**src/rtl/oled_pkg.sv**
```systemverilog
// ---------------------------------------------------------------------------
// oled_pkg
//   Shared definitions for the SSD1306-class OLED path on the Zanagotchi
//   board: the SPI transmit engine state encoding, data/command select
//   constants and the default panel timing constants that the display
//   controller's command tables also reference.
// ---------------------------------------------------------------------------
package oled_pkg;

   // Engine state: panel reset low, panel reset wait, idle, shifting a byte.
   typedef enum logic [1:0] {
      RST_LOW  = 2'd0,
      RST_WAIT = 2'd1,
      IDLE     = 2'd2,
      SHIFT    = 2'd3
   } oled_state_e;

   // Value driven on the panel D/C# pin.
   localparam logic DC_CMD  = 1'b0;
   localparam logic DC_DATA = 1'b1;

   // Default timing: system clocks per SCLK half-period, clocks of panel
   // reset held low, clocks waited after reset release.
   localparam int DEF_CLK_DIV           = 4;
   localparam int DEF_RESET_LOW_CYCLES  = 1000;
   localparam int DEF_RESET_WAIT_CYCLES = 1000;

   // Largest of three timing values; sizes the shared delay counter.
   function automatic int max3(input int a, input int b, input int c);
      int m;
      m = (a > b) ? a : b;
      return (m > c) ? m : c;
   endfunction

endpackage

```
**src/rtl/oled_spi_tx.sv**
```systemverilog
// ---------------------------------------------------------------------------
// oled_spi_tx
//   Byte-level SPI (mode 0, MSB first) transmit engine and panel power-up
//   sequencer for the SSD1306-class OLED. After rst deasserts it holds the
//   panel in reset, waits for it to come up, then accepts one command/data
//   byte at a time over a valid/ready handshake.
//
// Parameters
//   CLK_DIV            system clocks per SCLK half-period (>= 1)
//   RESET_LOW_CYCLES   clocks io_reset is held low after rst deasserts (>= 1)
//   RESET_WAIT_CYCLES  clocks from io_reset rising until init_done (>= 1)
//
// Ports
//   clk        in   system clock, all logic on the rising edge
//   rst        in   synchronous active-high reset
//   tx_data    in   byte to send, MSB first
//   tx_dc      in   0 = command, 1 = data
//   tx_valid   in   byte offered
//   tx_ready   out  engine idle and panel initialised
//   tx_done    out  one-cycle pulse after the last bit is clocked out
//   init_done  out  panel reset sequence complete, sticky until rst
//   io_sclk    out  SPI clock, idle low
//   io_sdin    out  SPI data
//   io_cs      out  active-low chip select
//   io_dc      out  data/command select
//   io_reset   out  active-low panel reset
// ---------------------------------------------------------------------------
module oled_spi_tx
   import oled_pkg::*;
#(
   parameter int CLK_DIV           = DEF_CLK_DIV,
   parameter int RESET_LOW_CYCLES  = DEF_RESET_LOW_CYCLES,
   parameter int RESET_WAIT_CYCLES = DEF_RESET_WAIT_CYCLES
) (
   input  logic       clk,
   input  logic       rst,
   input  logic [7:0] tx_data,
   input  logic       tx_dc,
   input  logic       tx_valid,
   output logic       tx_ready,
   output logic       tx_done,
   output logic       init_done,
   output logic       io_sclk,
   output logic       io_sdin,
   output logic       io_cs,
   output logic       io_dc,
   output logic       io_reset
);

   localparam int CNT_MAX = max3(CLK_DIV, RESET_LOW_CYCLES, RESET_WAIT_CYCLES);
   localparam int CNT_W   = $clog2(CNT_MAX) + 1;

   // Terminal counts: each phase ends on the edge that sees the last value.
   localparam logic [CNT_W-1:0] LOW_LAST  = CNT_W'(RESET_LOW_CYCLES - 1);
   localparam logic [CNT_W-1:0] WAIT_LAST = CNT_W'(RESET_WAIT_CYCLES - 1);
   localparam logic [CNT_W-1:0] HALF_LAST = CNT_W'(CLK_DIV - 1);

   oled_state_e      state_q;
   logic [CNT_W-1:0] cnt_q;       // shared reset-delay / half-period counter
   logic [2:0]       bit_cnt_q;   // bits already completed in this byte
   logic [7:0]       shreg_q;     // remaining bits, next one in bit 7
   logic             sclk_q;
   logic             sdin_q;
   logic             cs_q;
   logic             dc_q;
   logic             reset_q;
   logic             ready_q;
   logic             done_q;
   logic             init_q;

   // NOTE: every register here is updated with <= so that all of them see
   // the pre-edge values of each other; blocking assignments in a clocked
   // block would make results depend on statement order.
   always_ff @(posedge clk) begin
      if (rst) begin
         state_q   <= RST_LOW;
         cnt_q     <= '0;
         bit_cnt_q <= '0;
         shreg_q   <= '0;
         sclk_q    <= 1'b0;
         sdin_q    <= 1'b0;
         cs_q      <= 1'b1;
         dc_q      <= DC_CMD;
         reset_q   <= 1'b0;
         ready_q   <= 1'b0;
         done_q    <= 1'b0;
         init_q    <= 1'b0;
      end else begin
         done_q <= 1'b0;
         unique case (state_q)
            RST_LOW: begin
               if (cnt_q == LOW_LAST) begin
                  state_q <= RST_WAIT;
                  cnt_q   <= '0;
                  reset_q <= 1'b1;
               end else begin
                  cnt_q <= cnt_q + 1'b1;
               end
            end

            RST_WAIT: begin
               if (cnt_q == WAIT_LAST) begin
                  state_q <= IDLE;
                  cnt_q   <= '0;
                  ready_q <= 1'b1;
                  init_q  <= 1'b1;
               end else begin
                  cnt_q <= cnt_q + 1'b1;
               end
            end

            IDLE: begin
               // ready_q is 1 throughout IDLE, so tx_valid alone accepts.
               if (tx_valid) begin
                  state_q   <= SHIFT;
                  cnt_q     <= '0;
                  bit_cnt_q <= '0;
                  sdin_q    <= tx_data[7];
                  shreg_q   <= {tx_data[6:0], 1'b0};
                  dc_q      <= tx_dc;
                  cs_q      <= 1'b0;
                  ready_q   <= 1'b0;
               end
            end

            SHIFT: begin
               if (cnt_q == HALF_LAST) begin
                  cnt_q <= '0;
                  if (!sclk_q) begin
                     // Rising edge: panel samples the bit already on sdin.
                     sclk_q <= 1'b1;
                  end else begin
                     // Falling edge: the only place sdin moves mid-byte.
                     sclk_q <= 1'b0;
                     if (bit_cnt_q == 3'd7) begin
                        state_q <= IDLE;
                        cs_q    <= 1'b1;
                        sdin_q  <= 1'b0;
                        ready_q <= 1'b1;
                        done_q  <= 1'b1;
                     end else begin
                        bit_cnt_q <= bit_cnt_q + 1'b1;
                        sdin_q    <= shreg_q[7];
                        shreg_q   <= {shreg_q[6:0], 1'b0};
                     end
                  end
               end else begin
                  cnt_q <= cnt_q + 1'b1;
               end
            end

            default: state_q <= RST_LOW;
         endcase
      end
   end

   assign tx_ready  = ready_q;
   assign tx_done   = done_q;
   assign init_done = init_q;
   assign io_sclk   = sclk_q;
   assign io_sdin   = sdin_q;
   assign io_cs     = cs_q;
   assign io_dc     = dc_q;
   assign io_reset  = reset_q;

endmodule

```
**config.mk**
```make
export PLATFORM = sky130hd
export DESIGN_NAME = oled_spi_tx
export DESIGN_NICKNAME = d
export VERILOG_FILES = /design/src/rtl/oled_pkg.sv /design/src/rtl/oled_spi_tx.sv
export SDC_FILE = /design/constraint.sdc
export NUM_CORES = 1
export LEC_CHECK = 0
export CORE_MARGIN = 2
export CORE_UTILIZATION = 35
export DETAILED_ROUTE_END_ITERATION = 8
export SLEW_MARGIN = 30
export SYNTH_ARGS = -nofsm -noshare
export SYNTH_HDL_FRONTEND = slang
export SYNTH_SLANG_ARGS = --single-unit
```
**constraint.sdc**
```tcl
create_clock -name clk -period 2 [get_ports clk]
set_input_delay 0.5 -clock clk [delete_from_list [all_inputs] [get_ports clk]]
set_output_delay 0.5 -clock clk [all_outputs]
set_load 0.02 [all_outputs]
```
==> reports/qor.log <==
qor: sta.final_layout_worst_hold_slack 0.4591 ns
qor: power_and_ir_drop.powerDensity 661.6 nW/um2
qor: sta.layout_setup_ws 0.07729 ns
qor: worst_setup_path.critPathMaxFanout 8
qor: grt.grt_max_degree 15
qor: grt.grtUsageMet3 5.844%
qor: routing.ant_nets 0
qor: die.height_of_the_die 68.81 um
qor: placed_design.preCtsSetupSlack -0.06422 ns
qor: synth.postSynthRegisterBits 31
qor: synth.ys.warnings.count 0
qor: clocking.cts_sinks 31
qor: sta.slew_headroom 71.22%
qor: worst_setup_path.end_kind flop
qor: grt.use_met1 19.58%
qor: grt.groute.usage.overall 17.33%
qor: synth.post-synth-top-area-fraction 42.21%
qor: routing.detailedRoute.firstIterationViolations 123
qor: synth.mappedNetlistNets 187
qor: synth.leading_post_synthesis_cells_by_instance_count sky130_fd_sc_hd__dfxtp_1, sky130_fd_sc_hd__nand2_1, sky130_fd_sc_hd__a21oi_1, sky130_fd_sc_hd__nor2_1, sky130_fd_sc_hd__xnor2_1
qor: routing.postRouteWirelength 3.591 mm
qor: min_path.min-delay-start io_dc
qor: synth.synth.cell_area 1470 um2
qor: grt.grt_pass1_wl 5.989 mm
qor: min_path.min-delay-path-class reg2reg
qor: clocking.clkLatencyLatePin 0.29 ns
qor: final_layout.final_cell_area 2016 um2
qor: worst_setup_path.worst_path_arrival_time 2.10 ns
qor: worst_setup_path.worst-setup-path-type reg2reg
qor: sta.timing.final.hold_violations 0
qor: clocking.clock-root-buffer sky130_fd_sc_hd__clkbuf_8
qor: clocking.cts_tree yes
qor: sta.worst_skew 0.01053 ns
qor: synth.post-synth-top-count-cell sky130_fd_sc_hd__dfxtp_1
qor: synth.async_reset_ff_share 0%
qor: placed_design.finalWeightedCongestion 0.8111
qor: synth.ys_top_cells_by_area sky130_fd_sc_hd__dfxtp_1, sky130_fd_sc_hd__nand2_1, sky130_fd_sc_hd__a21oi_1, sky130_fd_sc_hd__xnor2_1, sky130_fd_sc_hd__a311oi_1
qor: routing.dr_total_vias 1398
qor: grt.globalRouteMet2Util 28.85%
qor: clocking.ctsHtreeMaxLevel 2
qor: worst_setup_path.worst-endpoint-required 2.18 ns
qor: routing.drt_pre_antenna_iters 5
qor: routing.routed_via_density 5.275
qor: synth.synth_seq_area_share 42.21%
qor: die.initial_utilization 36.49%
qor: power_and_ir_drop.leakage 0.7371 nW
qor: worst_setup_path.timing.critical_path.from cnt_q[1]
qor: clocking.clockBufferDepth 2
qor: outcome.run_status completed
qor: die.std_cell_rows 23
qor: die.io_pins 20
qor: synth.netlist-cell-type-count 38
qor: sta.final.setup.tns 0 ns
qor: sta.setup_viol 0
qor: clocking.cts.reportedPaths.clkPinSlew 0.06 ns
qor: final_layout.layout-area-overhead-vs-synth 37.11%
qor: synth.synth-main-ff-cell sky130_fd_sc_hd__dfxtp_1
qor: sta.time_the_final_worst_path_needs_with_i_o_delays_and_setup 1.923 ns
qor: clocking.tritoncts.num_buffers 5
qor: synth.syn-mean-instance-area 8.547 um2
qor: final_layout.num-fill-cells 382
qor: final_layout.layout.nets 229
qor: routing.route.detailed.drc 0
qor: sta.timing_worst_slew_pin_value 0.4277 ns
qor: placed_design.placement.cell_area 1872 um2
qor: final_layout.drive_gt1_share 20.00%
qor: sta.timing.final.crit_share 96.14%
qor: grt.grt_most_used_layer met2
qor: die.die_width 68.81 um
qor: die.die_area 4735 um2
qor: grt.number_of_global_route_vias_before_repair 1349
qor: run.cap_viol_max_count 0
qor: final_layout.antenna_cells 0
qor: grt.number_of_antenna_violations_at_the_first_check_in_global_routing 0
qor: die.core_area 4029 um2
qor: synth.count_of_mapped_cells_out_of_synthesis 172
qor: routing.per_cell_routed_wire_length 13.55 um
qor: sta.report.final.slew_viol_count 0
qor: worst_setup_path.worst_r2r_startpoint cnt_q[1]
qor: placed_design.hpwl 2.695 mm
qor: worst_setup_path.crit_path_start_kind flop
qor: power_and_ir_drop.power.ir.vdd_worst 0.3357 mV
qor: sta.fmax 520.1 MHz
qor: grt.global_route.overflow_total 0
qor: synth.synth_top_cell_by_area sky130_fd_sc_hd__dfxtp_1
qor: placed_design.portBuffers 19
qor: power_and_ir_drop.fin_total_pwr 1.334 mW
qor: synth.number_of_enable_type_register_cells_in_the_synthesized_netlist 0
[power by group]
part	internal [mW]	switching, mW
logic	0.0398	0.0291
clock network	0.403	0.235
registers	0.624	0.00393
total	1.07	0.268
[kinds of logic (layout without fill, tap and decap cells)]
kind of cell / count (synthesis) / after routing / synth area share [%]
fa+ha+maj: 3 / 3 / 2.553
simple gates: 77 / 77 / 26.72
buf+inv: 11 / 54 / 2.894
flops: 31 / 31 / 42.21
compound gates: 41 / 41 / 20.26
xor+xnor: 9 / 9 / 5.362
[critical path, stage by stage, from the launching register on]
cell,delay [ns]
sky130_fd_sc_hd__dfxtp_2,0.34
sky130_fd_sc_hd__ha_2,0.18
sky130_fd_sc_hd__or4b_4,0.50
sky130_fd_sc_hd__o31a_4,0.35
sky130_fd_sc_hd__o31ai_4,0.24
sky130_fd_sc_hd__buf_6,0.16
sky130_fd_sc_hd__nor2_1,0.05
[worst paths after layout]
check,endpoint,slack (ns),cells after the start
hold / removal,io_dc,0.46,2
setup reg to reg,cnt_q[7],0.08,6
setup / recovery,cnt_q[7],0.08,6
hold reg to reg,io_dc,0.46,2
[cell type report]
| class | instances | area [um2] | area share [%] |
|---|---|---|---|
| clock buffer | 6 | 82.58 | 4.097 |
| clock inverter | 2 | 35.03 | 1.738 |
| inverter | 3 | 11.26 | 0.5587 |
| multi-input combinational | 130 | 827.0 | 41.03 |
| sequential | 31 | 623.1 | 30.91 |
| tap | 50 | 62.56 | 3.104 |
| timing repair buffer | 43 | 374.1 | 18.56 |
[repair_timing]
action | CTS | global route
setup buffers | 0 | 0
setup endpoints to repair | 0 | 17
gates resized for setup | 0 | 6
hold buffers | 0 | 0
[per-layer routing]
layer | vias to the layer above | part of all wire (%)
met1 | 655 | 43
met2 | 29 | 50
li1 | 708 | -
met3 | 6 | 5.3
met5 | - | 0
met4 | 0 | 1.8
[registers in the layout (all words and copies together) (netlist names)]
signal	flops
io_cs	1
bit_cnt_q	3
init_done	1
tx_done	1
io_sdin	1
state_q	2
tx_ready	1
shreg_q	7
cnt_q	11
io_dc	1
io_reset	1
io_sclk	1
[cells in the final DEF, fill, tap and decap left out, types with 2 or more instances in the layout]
cell type                         count
sky130_fd_sc_hd__dfxtp_1             29
sky130_fd_sc_hd__nand2_1             26
sky130_fd_sc_hd__buf_4               23
sky130_fd_sc_hd__clkdlybuf4s50_1     19
sky130_fd_sc_hd__a21oi_1             16
sky130_fd_sc_hd__nor2_1              15
sky130_fd_sc_hd__xnor2_1              8
sky130_fd_sc_hd__nor4_1               7
sky130_fd_sc_hd__a311oi_1             7
sky130_fd_sc_hd__nand3_1              6
sky130_fd_sc_hd__clkbuf_8             6
sky130_fd_sc_hd__o21ai_1              5
sky130_fd_sc_hd__nor3_1               4
sky130_fd_sc_hd__or3_1                3
sky130_fd_sc_hd__and2_1               3
sky130_fd_sc_hd__inv_1                3
sky130_fd_sc_hd__nand4_1              2
sky130_fd_sc_hd__nor3b_1              2
sky130_fd_sc_hd__nand3b_1             2
sky130_fd_sc_hd__a211oi_1             2
sky130_fd_sc_hd__o21ai_0              2
sky130_fd_sc_hd__ha_1                 2
sky130_fd_sc_hd__dfxtp_2              2
[through the flow]
stage / utilization, % / instances
3_3_place_gp: 46.46 / 257
5_1_grt: 50.03 / 265
4_1_cts: 49.38 / 265
6_report: 50.03 / 265
2_1_floorplan: - / 172
3_5_place_dp: 46.46 / 257
Note: power is estimated with default switching activity, not from simulation.
